`src/rtl/lsu_ctrl_if.sv`:
```
// Request, response and data-memory signal bundle for the lsu_ctrl load/store sequencer.
// The slave modport is the LSU's view; the master modport is the execute/memory environment.
interface lsu_ctrl_if #(
    parameter int DATA_WIDTH = 64,
    parameter int ADDR_WIDTH = 64
);
    logic                  req_valid;
    logic                  req_ready;
    logic                  req_we;
    logic [2:0]            req_funct3;
    logic [ADDR_WIDTH-1:0] req_addr;
    logic [DATA_WIDTH-1:0] req_wdata;
    logic [4:0]            req_rd;

    logic                  resp_valid;
    logic                  resp_ready;
    logic [DATA_WIDTH-1:0] resp_data;
    logic [4:0]            resp_rd;
    logic                  resp_exc;

    logic                  mem_req_valid;
    logic                  mem_req_ready;
    logic                  mem_we;
    logic [ADDR_WIDTH-1:0] mem_addr;
    logic [7:0]            mem_wstrb;
    logic [DATA_WIDTH-1:0] mem_wdata;
    logic                  mem_rvalid;
    logic [DATA_WIDTH-1:0] mem_rdata;

    modport slave (
        input  req_valid, req_we, req_funct3, req_addr, req_wdata, req_rd,
        output req_ready,
        output resp_valid, resp_data, resp_rd, resp_exc,
        input  resp_ready,
        output mem_req_valid, mem_we, mem_addr, mem_wstrb, mem_wdata,
        input  mem_req_ready, mem_rvalid, mem_rdata
    );

    modport master (
        output req_valid, req_we, req_funct3, req_addr, req_wdata, req_rd,
        input  req_ready,
        input  resp_valid, resp_data, resp_rd, resp_exc,
        output resp_ready,
        input  mem_req_valid, mem_we, mem_addr, mem_wstrb, mem_wdata,
        output mem_req_ready, mem_rvalid, mem_rdata
    );
endinterface

```
`src/rtl/lsu_ctrl.sv`:
```
// Single-outstanding load/store sequencer between execute and a 64-bit data-memory port.
// Define LSU_MISALIGN_TRAP_EN to trap misaligned accesses; otherwise they are rounded down.
module lsu_ctrl #(
    parameter int DATA_WIDTH = 64,
    parameter int ADDR_WIDTH = 64
) (
    input  logic       clk,
    input  logic       rst,
    lsu_ctrl_if.slave  bus,
    output logic       busy
);

    typedef enum logic [1:0] {
        IDLE  = 2'd0,
        ISSUE = 2'd1,
        WAIT  = 2'd2,
        DONE  = 2'd3
    } state_e;

    state_e                state_q, state_d;
    logic                  we_q, we_d;
    logic [2:0]            funct3_q, funct3_d;
    logic [ADDR_WIDTH-1:0] addr_q, addr_d;
    logic [DATA_WIDTH-1:0] wdata_q, wdata_d;
    logic [4:0]            rd_q, rd_d;
    logic [DATA_WIDTH-1:0] respData_q, respData_d;
    logic                  respExc_q, respExc_d;

    logic [2:0]            reqAlignMask;
    logic                  reqIllegal;
    logic                  reqFault;
    logic [ADDR_WIDTH-1:0] reqEffAddr;

    logic [2:0]            laneOffset;
    logic [5:0]            laneShift;
    logic [7:0]            byteMask;
    logic [7:0]            storeStrb;
    logic [DATA_WIDTH-1:0] storeData;
    logic [DATA_WIDTH-1:0] loadLane;
    logic [DATA_WIDTH-1:0] loadExt;

    always_comb begin
        reqAlignMask = 3'b111;
        case (bus.req_funct3[1:0])
            2'b00:   reqAlignMask = 3'b000;
            2'b01:   reqAlignMask = 3'b001;
            2'b10:   reqAlignMask = 3'b011;
            default: reqAlignMask = 3'b111;
        endcase
    end

    assign reqIllegal = bus.req_we ? bus.req_funct3[2] : (bus.req_funct3 == 3'b111);

`ifdef LSU_MISALIGN_TRAP_EN
    logic reqMisaligned;
    assign reqMisaligned = |(bus.req_addr[2:0] & reqAlignMask);
    assign reqFault      = reqIllegal | reqMisaligned;
    assign reqEffAddr    = bus.req_addr;
`else
    // Misaligned accesses silently round down to the natural boundary of their size.
    assign reqFault   = reqIllegal;
    assign reqEffAddr = {bus.req_addr[ADDR_WIDTH-1:3], bus.req_addr[2:0] & ~reqAlignMask};
`endif

    assign laneOffset = addr_q[2:0];
    assign laneShift  = {laneOffset, 3'b000};

    always_comb begin
        byteMask = 8'hFF;
        case (funct3_q[1:0])
            2'b00:   byteMask = 8'h01;
            2'b01:   byteMask = 8'h03;
            2'b10:   byteMask = 8'h0F;
            default: byteMask = 8'hFF;
        endcase
    end

    assign storeStrb = byteMask << laneOffset;
    assign storeData = wdata_q << laneShift;
    assign loadLane  = bus.mem_rdata >> laneShift;

    always_comb begin
        loadExt = loadLane;
        case (funct3_q)
            3'b000:  loadExt = {{(DATA_WIDTH-8){loadLane[7]}},   loadLane[7:0]};
            3'b001:  loadExt = {{(DATA_WIDTH-16){loadLane[15]}}, loadLane[15:0]};
            3'b010:  loadExt = {{(DATA_WIDTH-32){loadLane[31]}}, loadLane[31:0]};
            3'b100:  loadExt = {{(DATA_WIDTH-8){1'b0}},          loadLane[7:0]};
            3'b101:  loadExt = {{(DATA_WIDTH-16){1'b0}},         loadLane[15:0]};
            3'b110:  loadExt = {{(DATA_WIDTH-32){1'b0}},         loadLane[31:0]};
            default: loadExt = loadLane;
        endcase
    end

    // Faulting requests skip the bus entirely and report the original address.
    always_comb begin
        state_d    = state_q;
        we_d       = we_q;
        funct3_d   = funct3_q;
        addr_d     = addr_q;
        wdata_d    = wdata_q;
        rd_d       = rd_q;
        respData_d = respData_q;
        respExc_d  = respExc_q;
        case (state_q)
            IDLE: begin
                if (bus.req_valid) begin
                    we_d       = bus.req_we;
                    funct3_d   = bus.req_funct3;
                    addr_d     = reqEffAddr;
                    wdata_d    = bus.req_wdata;
                    rd_d       = bus.req_rd;
                    respData_d = '0;
                    respExc_d  = 1'b0;
                    if (reqFault) begin
                        respData_d = DATA_WIDTH'(bus.req_addr);
                        respExc_d  = 1'b1;
                        state_d    = DONE;
                    end else begin
                        state_d    = ISSUE;
                    end
                end
            end
            ISSUE: begin
                if (bus.mem_req_ready) begin
                    state_d = WAIT;
                end
            end
            WAIT: begin
                if (bus.mem_rvalid) begin
                    respData_d = we_q ? '0 : loadExt;
                    state_d    = DONE;
                end
            end
            DONE: begin
                if (bus.resp_ready) begin
                    state_d = IDLE;
                end
            end
            default: state_d = IDLE;
        endcase
    end

    always_ff @(posedge clk) begin
        if (rst) begin
            state_q    <= IDLE;
            we_q       <= 1'b0;
            funct3_q   <= '0;
            addr_q     <= '0;
            wdata_q    <= '0;
            rd_q       <= '0;
            respData_q <= '0;
            respExc_q  <= 1'b0;
        end else begin
            state_q    <= state_d;
            we_q       <= we_d;
            funct3_q   <= funct3_d;
            addr_q     <= addr_d;
            wdata_q    <= wdata_d;
            rd_q       <= rd_d;
            respData_q <= respData_d;
            respExc_q  <= respExc_d;
        end
    end

    assign bus.req_ready     = (state_q == IDLE);
    assign busy              = (state_q != IDLE);
    assign bus.mem_req_valid = (state_q == ISSUE);
    assign bus.mem_we        = (state_q == ISSUE) && we_q;
    assign bus.mem_wstrb     = ((state_q == ISSUE) && we_q) ? storeStrb : 8'h00;
    assign bus.mem_addr      = {addr_q[ADDR_WIDTH-1:3], 3'b000};
    assign bus.mem_wdata     = storeData;
    assign bus.resp_valid    = (state_q == DONE);
    assign bus.resp_data     = respData_q;
    assign bus.resp_rd       = rd_q;
    assign bus.resp_exc      = (state_q == DONE) && respExc_q;

endmodule
```
`src/flat_wrapper.sv`:
```
// flat-port wrapper written by rule: the top's interface ports become plain ports
module lsu_ctrl_flat 
#(
    parameter int DATA_WIDTH = 64,
    parameter int ADDR_WIDTH = 64
)
  (clk, rst, busy, bus_req_valid, bus_req_we, bus_req_funct3, bus_req_addr, bus_req_wdata, bus_req_rd, bus_req_ready, bus_resp_valid, bus_resp_data, bus_resp_rd, bus_resp_exc, bus_resp_ready, bus_mem_req_valid, bus_mem_we, bus_mem_addr, bus_mem_wstrb, bus_mem_wdata, bus_mem_req_ready, bus_mem_rvalid, bus_mem_rdata);
  lsu_ctrl_if #(.DATA_WIDTH(DATA_WIDTH), .ADDR_WIDTH(ADDR_WIDTH)) bus_i ();
  input  logic clk;
  input  logic rst;
  output logic busy;
  input wire logic [$bits(bus_i.req_valid)-1:0] bus_req_valid;
  input wire logic [$bits(bus_i.req_we)-1:0] bus_req_we;
  input wire logic [$bits(bus_i.req_funct3)-1:0] bus_req_funct3;
  input wire logic [$bits(bus_i.req_addr)-1:0] bus_req_addr;
  input wire logic [$bits(bus_i.req_wdata)-1:0] bus_req_wdata;
  input wire logic [$bits(bus_i.req_rd)-1:0] bus_req_rd;
  output wire logic [$bits(bus_i.req_ready)-1:0] bus_req_ready;
  output wire logic [$bits(bus_i.resp_valid)-1:0] bus_resp_valid;
  output wire logic [$bits(bus_i.resp_data)-1:0] bus_resp_data;
  output wire logic [$bits(bus_i.resp_rd)-1:0] bus_resp_rd;
  output wire logic [$bits(bus_i.resp_exc)-1:0] bus_resp_exc;
  input wire logic [$bits(bus_i.resp_ready)-1:0] bus_resp_ready;
  output wire logic [$bits(bus_i.mem_req_valid)-1:0] bus_mem_req_valid;
  output wire logic [$bits(bus_i.mem_we)-1:0] bus_mem_we;
  output wire logic [$bits(bus_i.mem_addr)-1:0] bus_mem_addr;
  output wire logic [$bits(bus_i.mem_wstrb)-1:0] bus_mem_wstrb;
  output wire logic [$bits(bus_i.mem_wdata)-1:0] bus_mem_wdata;
  input wire logic [$bits(bus_i.mem_req_ready)-1:0] bus_mem_req_ready;
  input wire logic [$bits(bus_i.mem_rvalid)-1:0] bus_mem_rvalid;
  input wire logic [$bits(bus_i.mem_rdata)-1:0] bus_mem_rdata;
  assign bus_i.req_valid = bus_req_valid;
  assign bus_i.req_we = bus_req_we;
  assign bus_i.req_funct3 = bus_req_funct3;
  assign bus_i.req_addr = bus_req_addr;
  assign bus_i.req_wdata = bus_req_wdata;
  assign bus_i.req_rd = bus_req_rd;
  assign bus_req_ready = bus_i.req_ready;
  assign bus_resp_valid = bus_i.resp_valid;
  assign bus_resp_data = bus_i.resp_data;
  assign bus_resp_rd = bus_i.resp_rd;
  assign bus_resp_exc = bus_i.resp_exc;
  assign bus_i.resp_ready = bus_resp_ready;
  assign bus_mem_req_valid = bus_i.mem_req_valid;
  assign bus_mem_we = bus_i.mem_we;
  assign bus_mem_addr = bus_i.mem_addr;
  assign bus_mem_wstrb = bus_i.mem_wstrb;
  assign bus_mem_wdata = bus_i.mem_wdata;
  assign bus_i.mem_req_ready = bus_mem_req_ready;
  assign bus_i.mem_rvalid = bus_mem_rvalid;
  assign bus_i.mem_rdata = bus_mem_rdata;
  lsu_ctrl #(.DATA_WIDTH(DATA_WIDTH), .ADDR_WIDTH(ADDR_WIDTH)) u_core (.clk(clk), .rst(rst), .bus(bus_i), .busy(busy));
endmodule
```
`config.mk`:
```
export PLATFORM = sky130hd
export DESIGN_NAME = lsu_ctrl_flat
export DESIGN_NICKNAME = d
export VERILOG_FILES = /design/src/rtl/lsu_ctrl_if.sv /design/src/rtl/lsu_ctrl.sv /design/src/flat_wrapper.sv
export SDC_FILE = /design/constraint.sdc
export NUM_CORES = 1
export LEC_CHECK = 0
export BUFFER_PORTS_ARGS = -buffer_cell sky130_fd_sc_hd__buf_2
export CELL_PAD_IN_SITES_DETAIL_PLACEMENT = 2
export CELL_PAD_IN_SITES_GLOBAL_PLACEMENT = 2
export CORE_MARGIN = 3
export CORE_UTILIZATION = 28
export DETAILED_ROUTE_END_ITERATION = 10
export PLACE_DENSITY = 0.94
export SYNTH_ARGS = -nofsm -noshare
export SYNTH_HDL_FRONTEND = slang
export SYNTH_SLANG_ARGS = --single-unit
```
`constraint.sdc`:
```
create_clock -name clk -period 2.4 [get_ports clk]
set_input_delay 0.12 -clock clk [delete_from_list [all_inputs] [get_ports clk]]
set_output_delay 0.12 -clock clk [all_outputs]
set_load 0.1 [all_outputs]
```
==> results of run 1 <==
## registers in the layout, summed over array words and instances, names as in the netlist
register              flops
u_core.bus.resp_data     64
u_core.bus.resp_rd        5
u_core.wdata_q           64
u_core.funct3_q           3
u_core.respExc_q          1
u_core.addr_q            64
u_core.state_q            2
u_core.we_q               1
## Yosys cell counts, types with 2 or more instances
| master | instances |
|---|---|
| sky130_fd_sc_hd__nor2b_1 | 11 |
| sky130_fd_sc_hd__o211ai_1 | 6 |
| sky130_fd_sc_hd__ha_1 | 4 |
| sky130_fd_sc_hd__mux2_2 | 27 |
| sky130_fd_sc_hd__o31ai_1 | 2 |
| sky130_fd_sc_hd__a21oi_1 | 194 |
| sky130_fd_sc_hd__mux2i_1 | 124 |
| sky130_fd_sc_hd__and2_1 | 17 |
| sky130_fd_sc_hd__a211oi_1 | 44 |
| sky130_fd_sc_hd__nor3_2 | 2 |
| sky130_fd_sc_hd__nand2_1 | 360 |
| sky130_fd_sc_hd__nand2b_1 | 2 |
| sky130_fd_sc_hd__nand3_1 | 71 |
| sky130_fd_sc_hd__o21a_1 | 7 |
| sky130_fd_sc_hd__o221ai_1 | 4 |
| sky130_fd_sc_hd__buf_4 | 74 |
| sky130_fd_sc_hd__buf_6 | 4 |
| sky130_fd_sc_hd__inv_1 | 15 |
| sky130_fd_sc_hd__o21ai_1 | 16 |
| sky130_fd_sc_hd__buf_2 | 30 |
| sky130_fd_sc_hd__a221oi_1 | 4 |
| sky130_fd_sc_hd__nor2_1 | 184 |
| sky130_fd_sc_hd__o22ai_1 | 24 |
| sky130_fd_sc_hd__a22oi_1 | 7 |
| sky130_fd_sc_hd__dfxtp_1 | 204 |
| sky130_fd_sc_hd__a2bb2oi_1 | 7 |
| sky130_fd_sc_hd__nand4_1 | 3 |
| sky130_fd_sc_hd__a31o_2 | 3 |
| sky130_fd_sc_hd__clkbuf_1 | 86 |
| sky130_fd_sc_hd__buf_1 | 9 |
| sky130_fd_sc_hd__a2111oi_0 | 3 |
| sky130_fd_sc_hd__o21ai_0 | 71 |
| sky130_fd_sc_hd__nor3_1 | 6 |
| sky130_fd_sc_hd__mux4_2 | 14 |
## per-stage QoR
stage	std cells	worst slack, ns	power, uW
after floorplan	1656	-0.492	15700
after global placement	2499	0.149	19100
after detailed placement	2499	-0.0626	19800
after CTS	2702	-0.0329	24700
after global routing	2737	-0.145	26800
final	2740	-0.102	26100
## routing by layer
layer	up-vias	global-route usage (%)
met5	-	0
met4	2	20.9
met3	378	8.81
met2	1040	61.6
met1	7887	35.8
li1	6599	-
## cell type report
class                           count  share of cell area (%)
Multi-Input combinational cell   1233                    40.4
Sequential cell                   204                    21.0
Tap cell                          577                    3.71
Timing Repair Buffer              651                    29.7
Clock inverter                     13                   0.765
Clock buffer                       37                    3.93
Antenna cell                       10                   0.128
Inverter                           15                   0.308
## path summary, 6_finish.rpt
check	from	endpoint	slack [ns]	cells after the start
max reg2reg	u_core.addr_q[1]	u_core.bus.resp_data[14]	-0.02	8
min	bus_req_valid	u_core.funct3_q[2]	0.06	4
min reg2reg	u_core.addr_q[8]	u_core.addr_q[8]	0.46	2
max	u_core.addr_q[1]	bus_mem_wdata[30]	-0.10	8
## cells by family after synthesis
group	count (synthesis)	synth area share, %
other cells	1	0.0308
compound gates	402	19.2
simple gates	659	21.9
mux	165	15.3
flops	204	33.5
buf+inv	219	9.67
fa+ha+maj	4	0.411
## power by group through the flow
stage               Sequential, uW  Clock [uW]  Combinational (uW)
finish                        5200        4410               16500
global route                  5230        4570               17000
CTS                           5020        4340               15300
detailed placement            5070           0               14700
global placement              4960           0               14200
floorplan                     8250           0                7470
## what timing repair did
item | 4_1_cts | 5_1_grt
resized for setup | 45 | 93
pin swaps | 2 | 11
endpoints found under the hold margin | 193 | 0
hold buffers | 142 | 0
endpoints found under the setup margin | 95 | 87
cloned | 3 | 5
buffers inserted | 8 | 25
## worst register-to-register path: cells and delay by family, from the launching register on
family | cells | cell delay, ns
AO/OA/AOI/OAI | 4 | 0.96
buffers and inverters | 2 | 0.40
flip-flops | 1 | 0.40
multiplexers | 1 | 0.40
AND/OR/NAND/NOR | 1 | 0.11
==> reports/results.md, run 1 <==
| Stage | Item | This run |
|---|---|---|
| status | Outcome | complete, but fails checks |
| status | Failing checks | negative setup slack |
| placed design | Post-detailed-placement cell area | 16100 sq um |
| cts | Clk sinks | 204 |
| yosys | Number of distinct library cell variants in the gate-level netlist after synthesis | 49 |
| power | Static Leakage | 0.00779 uW |
| sta | Setup TNS | -0.928 ns |
| critical path | Crit path top cell by count | sky130_fd_sc_hd__buf_12 |
| yosys | Synthesized area per cell | 7.37 sq um |
| sta | Post-Route Hold Slack | 0.0610 ns |
| power | Largest vdd supply drop | 717 uV |
| cells and area | Commonest non-fill, non-tap cell in the layout | sky130_fd_sc_hd__nand2_1 |
| drt | Total number of vias | 15900 |
| yosys | Post-synthesis sequential element count | 204 |
| power | Clk network pwr share | 16.9% |
| cells and area | Syn-to-layout area delta | 59.8% |
| floorplan | I/O pin cnt | 418 |
| sta | Period utilisation layout | 104% |
| critical path | Combined buffer and inverter count along the critical path | 4 |
| power | Portion of total power attributed to sequential cells | 19.9% |
| yosys | Yosys top cell area share | 33.5% |
| cells and area | Final Cell Area | 19500 sq um |
| floorplan | Cell Rows | 75 |
| sta | Maximum operating frequency | 400 MHz |
| yosys | Portion of the post-synthesis area used by sequential elements | 33.5% |
| sta | Number of setup violations in the final report | 22 |
| floorplan | Die X | 215 um |
| sta | Maximum clock skew at final layout | 0.0364 ns |
| critical path | Standard cell with the maximum stage delay on the critical path | sky130_fd_sc_hd__dfxtp_4 |
| yosys | Post-synthesis cell count | 1654 |
| critical path | Startpoint-to-endpoint class of the critical path | reg2out |
| global routing | Global-route wire length before repair | 121000 um |
| cells and area | Share of final-layout standard cells stronger than drive strength 1 | 34.7% |
| sta | Setup WS post-layout | -0.102 ns |
| placed design | Number of buffers inserted by port buffering | 414 |
| critical path | Data arrival at the endpoint of the critical path | 2.38 ns |
| critical path | Top cell family by delay on the critical path | buffers and inverters |
| sta | Number of hold violations in the final report | 0 |
| yosys | Fraction of registers with async set/reset | 0% |
| drt | Final routed wirelength across all metal layers | 86400 um |
| power | Internal power | 10800 uW |
| drt | DR DRC count | 0 |
| drt | Top Layer Used | met5 |
| critical path | Data required time at the worst endpoint | 2.28 ns |
| cells and area | Area used by multi-input combinational logic | 7870 sq um |
| power | Switch share | 58.6% |
| floorplan | Initial Utilization | 28.7% |
| global routing | Overall Global Routing Usage | 34.3% |
| cells and area | Register area | 4100 sq um |
| drt | Met1 Routed Length | 30000 um |
| power | Net switching power of the design | 15300 uW |
| drt | Via density per instance | 5.81 |
| cells and area | Core utilization of the finished layout | 45.8% |
| drt | Number of detailed-routing iterations run before antenna repair | 5 |
| drt | Met2 wire len | 43300 um |
| cts | Maximum root-to-sink buffer count | 3 |
| global routing | Remaining global-route overflow | 0 |
| power | Logic gate share of total power | 63.2% |
| floorplan | Floorplan die height | 215 um |
| cts | Number of buffers created by CTS | 27 |
| cts | Clock transition at the register clock pins on the worst setup and hold paths after CTS | 0.06 ns |
| yosys | Number of enable flip-flop cells after synthesis | 0 |
| placed design | GP Congestion | 0.878 |
| critical path | Kind of start point of the critical path | register |
| cells and area | Number of nets in the finished design | 2343 |
| critical path | Max stage delay on crit path | 0.40 ns |
| drt | Average detailed-routed wire length per instance | 31.5 um |
| floorplan | Area enclosed by the die boundary | 46100 sq um |
| critical path | Critical-path cell list | buf_12 -> clkbuf_16 -> mux2i_2 -> nor2_1 -> a21oi_2 -> buf_4 -> nor2_4 -> buf_12 |
| yosys | Number of warning messages in the yosys log | 0 |
| drt | Number of antenna-violating nets in the routed design | 0 |
| cts | Htree depth | 1 |
| global routing | Antenna violations before repair | 10 |
| power | PwrDens | 1340 nW/um^2 |
| yosys | Top FF cell, synth | sky130_fd_sc_hd__dfxtp_1 |
| critical path | Type of element capturing the critical path | output port |
| sta | Post-layout minimum cycle time | 2.50 ns |
| worst hold path | Type of the most critical hold path | in2reg |
| placed design | Estimated wirelength of the detail-placed design | 50900 um |
| sta | Rel. slew slack | 47.8% |
| sta | Transition time at the pin with the least slew margin | 0.775 ns |
| yosys | Yosys top cell by area | sky130_fd_sc_hd__dfxtp_1 |
| cts | TritonCTS clock tree | yes |
| yosys | Main area contributors after synthesis | sky130_fd_sc_hd__dfxtp_1, sky130_fd_sc_hd__nand2_1, sky130_fd_sc_hd__mux2i_1 |
| sta | Max Transition Viols Final | 0 |
| drt | Metal3 WL | 6570 um |
| yosys | Synth Cell Area | 12200 sq um |
| global routing | Number of global-route vias before repair | 17500 |
| global routing | Largest net degree at the start of global routing | 86 |
| cts | Clock root buffer | sky130_fd_sc_hd__clkbuf_16 |
| floorplan | CORE AREA | 42500 sq um |
| cts | Worst skew pair latency | 0.60 ns |
| cells and area | Filler Cell Count | 4521 |
| critical path | Crit Path Max Fanout | 8 |
| cells and area | Leading cell types in the layout, fill and taps excluded | sky130_fd_sc_hd__nand2_1, sky130_fd_sc_hd__buf_2, sky130_fd_sc_hd__dfxtp_1, sky130_fd_sc_hd__a21oi_1, sky130_fd_sc_hd__nor2_1 |
| run | Count of max-cap constraint violations | 0 |
| drt | Violation count after the first detailed-route iteration | 1334 |
| sta | Setup repair after global routing missed its margin | true |
Power figures use the tool's default switching activity.
==> run 2, diff against run 1 <==
REMOVE_ABC_BUFFERS = 1   (was unset)
==> run 2 against run 1 <==
The flow still finishes with violations (negative setup slack). Clock skew shrank 0.0070 ns. Clock power grew 5.0%. Sequential share of layout area grew 0.69 points. Total power shrank 1.3%. Utilization shrank 1.4 points.
==> reports/results.md, run 2 (synthesized netlist as in run 1, its figures left out) <==
| Stage | Item | This run |
|---|---|---|
| status | Outcome | complete, but fails checks |
| status | Failing checks | negative setup slack |
| critical path | Data required time at the worst endpoint | 2.28 ns |
| drt | Number of detailed-routing iterations run before antenna repair | 6 |
| cts | Worst skew pair latency | 0.57 ns |
| sta | Number of setup violations in the final report | 10 |
| cts | Clock root buffer | sky130_fd_sc_hd__clkbuf_16 |
| cts | Htree depth | 1 |
| global routing | Antenna violations before repair | 10 |
| sta | Setup repair after global routing missed its margin | true |
| sta | Setup WS post-layout | -0.0329 ns |
| global routing | Remaining global-route overflow | 0 |
| sta | Maximum operating frequency | 411 MHz |
| drt | Violation count after the first detailed-route iteration | 1346 |
| sta | Period utilisation layout | 101% |
| cts | Clock transition at the register clock pins on the worst setup and hold paths after CTS | 0.06 ns |
| cts | TritonCTS clock tree | yes |
| floorplan | CORE AREA | 42500 sq um |
| floorplan | Floorplan die height | 215 um |
| floorplan | I/O pin cnt | 418 |
| placed design | Estimated wirelength of the detail-placed design | 49900 um |
| placed design | Number of buffers inserted by port buffering | 414 |
| critical path | Startpoint-to-endpoint class of the critical path | reg2out |
| sta | Max Transition Viols Final | 0 |
| critical path | Standard cell with the maximum stage delay on the critical path | sky130_fd_sc_hd__dfxtp_4 |
| critical path | Data arrival at the endpoint of the critical path | 2.31 ns |
| drt | Via density per instance | 5.81 |
| drt | Average detailed-routed wire length per instance | 31.5 um |
| global routing | Number of global-route vias before repair | 17500 |
| run | Count of max-cap constraint violations | 0 |
| cts | Number of buffers created by CTS | 27 |
| cts | Clk sinks | 204 |
| placed design | Post-detailed-placement cell area | 15500 sq um |
| drt | Final routed wirelength across all metal layers | 86400 um |
| cells and area | Number of nets in the finished design | 2348 |
| sta | Post-Route Hold Slack | 0.0475 ns |
| sta | Number of hold violations in the final report | 0 |
| floorplan | Die X | 215 um |
| critical path | Crit Path Max Fanout | 20 |
| cells and area | Leading cell types in the layout, fill and taps excluded | sky130_fd_sc_hd__nand2_1, sky130_fd_sc_hd__buf_2, sky130_fd_sc_hd__dfxtp_1, sky130_fd_sc_hd__nor2_1, sky130_fd_sc_hd__a21oi_1 |
| critical path | Max stage delay on crit path | 0.43 ns |
| cells and area | Core utilization of the finished layout | 44.4% |
| worst hold path | Type of the most critical hold path | in2reg |
| cells and area | Syn-to-layout area delta | 54.9% |
| drt | Number of antenna-violating nets in the routed design | 0 |
| global routing | Overall Global Routing Usage | 33.9% |
| cells and area | Commonest non-fill, non-tap cell in the layout | sky130_fd_sc_hd__nand2_1 |
| floorplan | Cell Rows | 75 |
| placed design | Post-placement setup slack | 0.0949 ns |
| placed design | GP Congestion | 0.904 |
| sta | Rel. slew slack | 52.4% |
| cells and area | Register area | 4100 sq um |
| cells and area | Final Cell Area | 18900 sq um |
| cells and area | Area used by multi-input combinational logic | 7370 sq um |
| sta | Post-layout minimum cycle time | 2.43 ns |
| floorplan | Area enclosed by the die boundary | 46100 sq um |
| cts | Maximum root-to-sink buffer count | 3 |
| sta | Transition time at the pin with the least slew margin | 0.707 ns |
| critical path | Kind of start point of the critical path | register |
| sta | Maximum clock skew at final layout | 0.0294 ns |
| floorplan | Initial Utilization | 28.7% |
| power | PwrDens | 1370 nW/um^2 |
| global routing | Largest net degree at the start of global routing | 69 |
| power | Static Leakage | 0.00771 uW |
| cells and area | Filler Cell Count | 4588 |
| drt | Total number of vias | 16000 |
| power | Largest vdd supply drop | 630 uV |
| drt | DR DRC count | 0 |
| critical path | Critical-path cell list | buf_4 -> buf_16 -> mux2i_2 -> nor2_1 -> a21oi_1 -> mux2i_2 -> buf_12 |
| sta | Setup TNS | -0.176 ns |
| critical path | Type of element capturing the critical path | output port |
| global routing | Global-route wire length before repair | 120000 um |
| critical path | Crit path top cell by count | sky130_fd_sc_hd__mux2i_2 |
| cells and area | Share of final-layout standard cells stronger than drive strength 1 | 32.0% |
## run 2: cell types whose count changed in the layout (fill, tap and decap cells not counted), sizes merged
cell,delta
dlygate4sd3,+2
clkinv,-1
buf,+1
inv,+2
clkinvlp,-2
bufinv,+3
## run 2: per-layer routing
metal  routed length [um]  vias to the layer above  share of wire (%)  global-route usage, %
li1                     -                     6597                  -                      -
met4                 5790                        4                6.7                   18.4
met3                 7150                      359                8.3                   9.14
met2                41600                     1053                 48                   59.7
met5                   23                        -              0.027                      0
met1                31800                     7941                 37                   37.2
## run 2: cell type report
class | instances | area share, %
inverters | 15 | 0.312
well taps | 577 | 3.82
clock buffers | 35 | 4.01
flip-flops and latches | 204 | 21.7
clock inverters | 15 | 1.15
repair buffers | 656 | 29.8
multi-input cells | 1233 | 39.1
diodes | 10 | 0.133
## run 2: critical path: cells and delay by family (launching register included)
family	cells	cell delay, ns
simple gates	1	0.11
compound gates	1	0.21
mux	2	0.42
flops	1	0.43
buf+inv	3	0.57
## run 2: path summary, 6_finish.rpt
path,start,end,slack (ns),depth (start not counted)
setup / recovery,u_core.addr_q[1],bus_mem_wdata[58],-0.03,7
hold / removal,bus_mem_rdata[57],u_core.bus.resp_data[57],0.05,5
setup reg to reg,u_core.addr_q[2],u_core.bus.resp_data[18],0.05,9
hold reg to reg,u_core.addr_q[50],u_core.addr_q[50],0.46,2
## run 2: what timing repair did
| item | CTS | global route |
|---|---|---|
| pin swaps | 3 | 5 |
| hold buffers | 144 | 0 |
| endpoints found under the hold margin | 197 | 0 |
| endpoints found under the setup margin | 71 | 95 |
| buffers inserted | 10 | 9 |
| gates resized for setup | 77 | 70 |
| cloned | 2 | 6 |
## run 2: metrics by stage
step                power [uW]  instances
floorplan                15300       1452
global placement         18800       2514
detailed placement       19400       2514
CTS                      24600       2720
global route             26500       2743
finish                   25800       2745
## run 2: power by group
part / total [uW] / leakage [uW] / internal, uW / switching (uW)
sequential: 5130 / 0.00168 / 4270 / 852
clock: 4630 / 0.000475 / 2770 / 1860
combinational: 16000 / 0.00556 / 3750 / 12300
total: 25800 / 0.00771 / 10800 / 15000
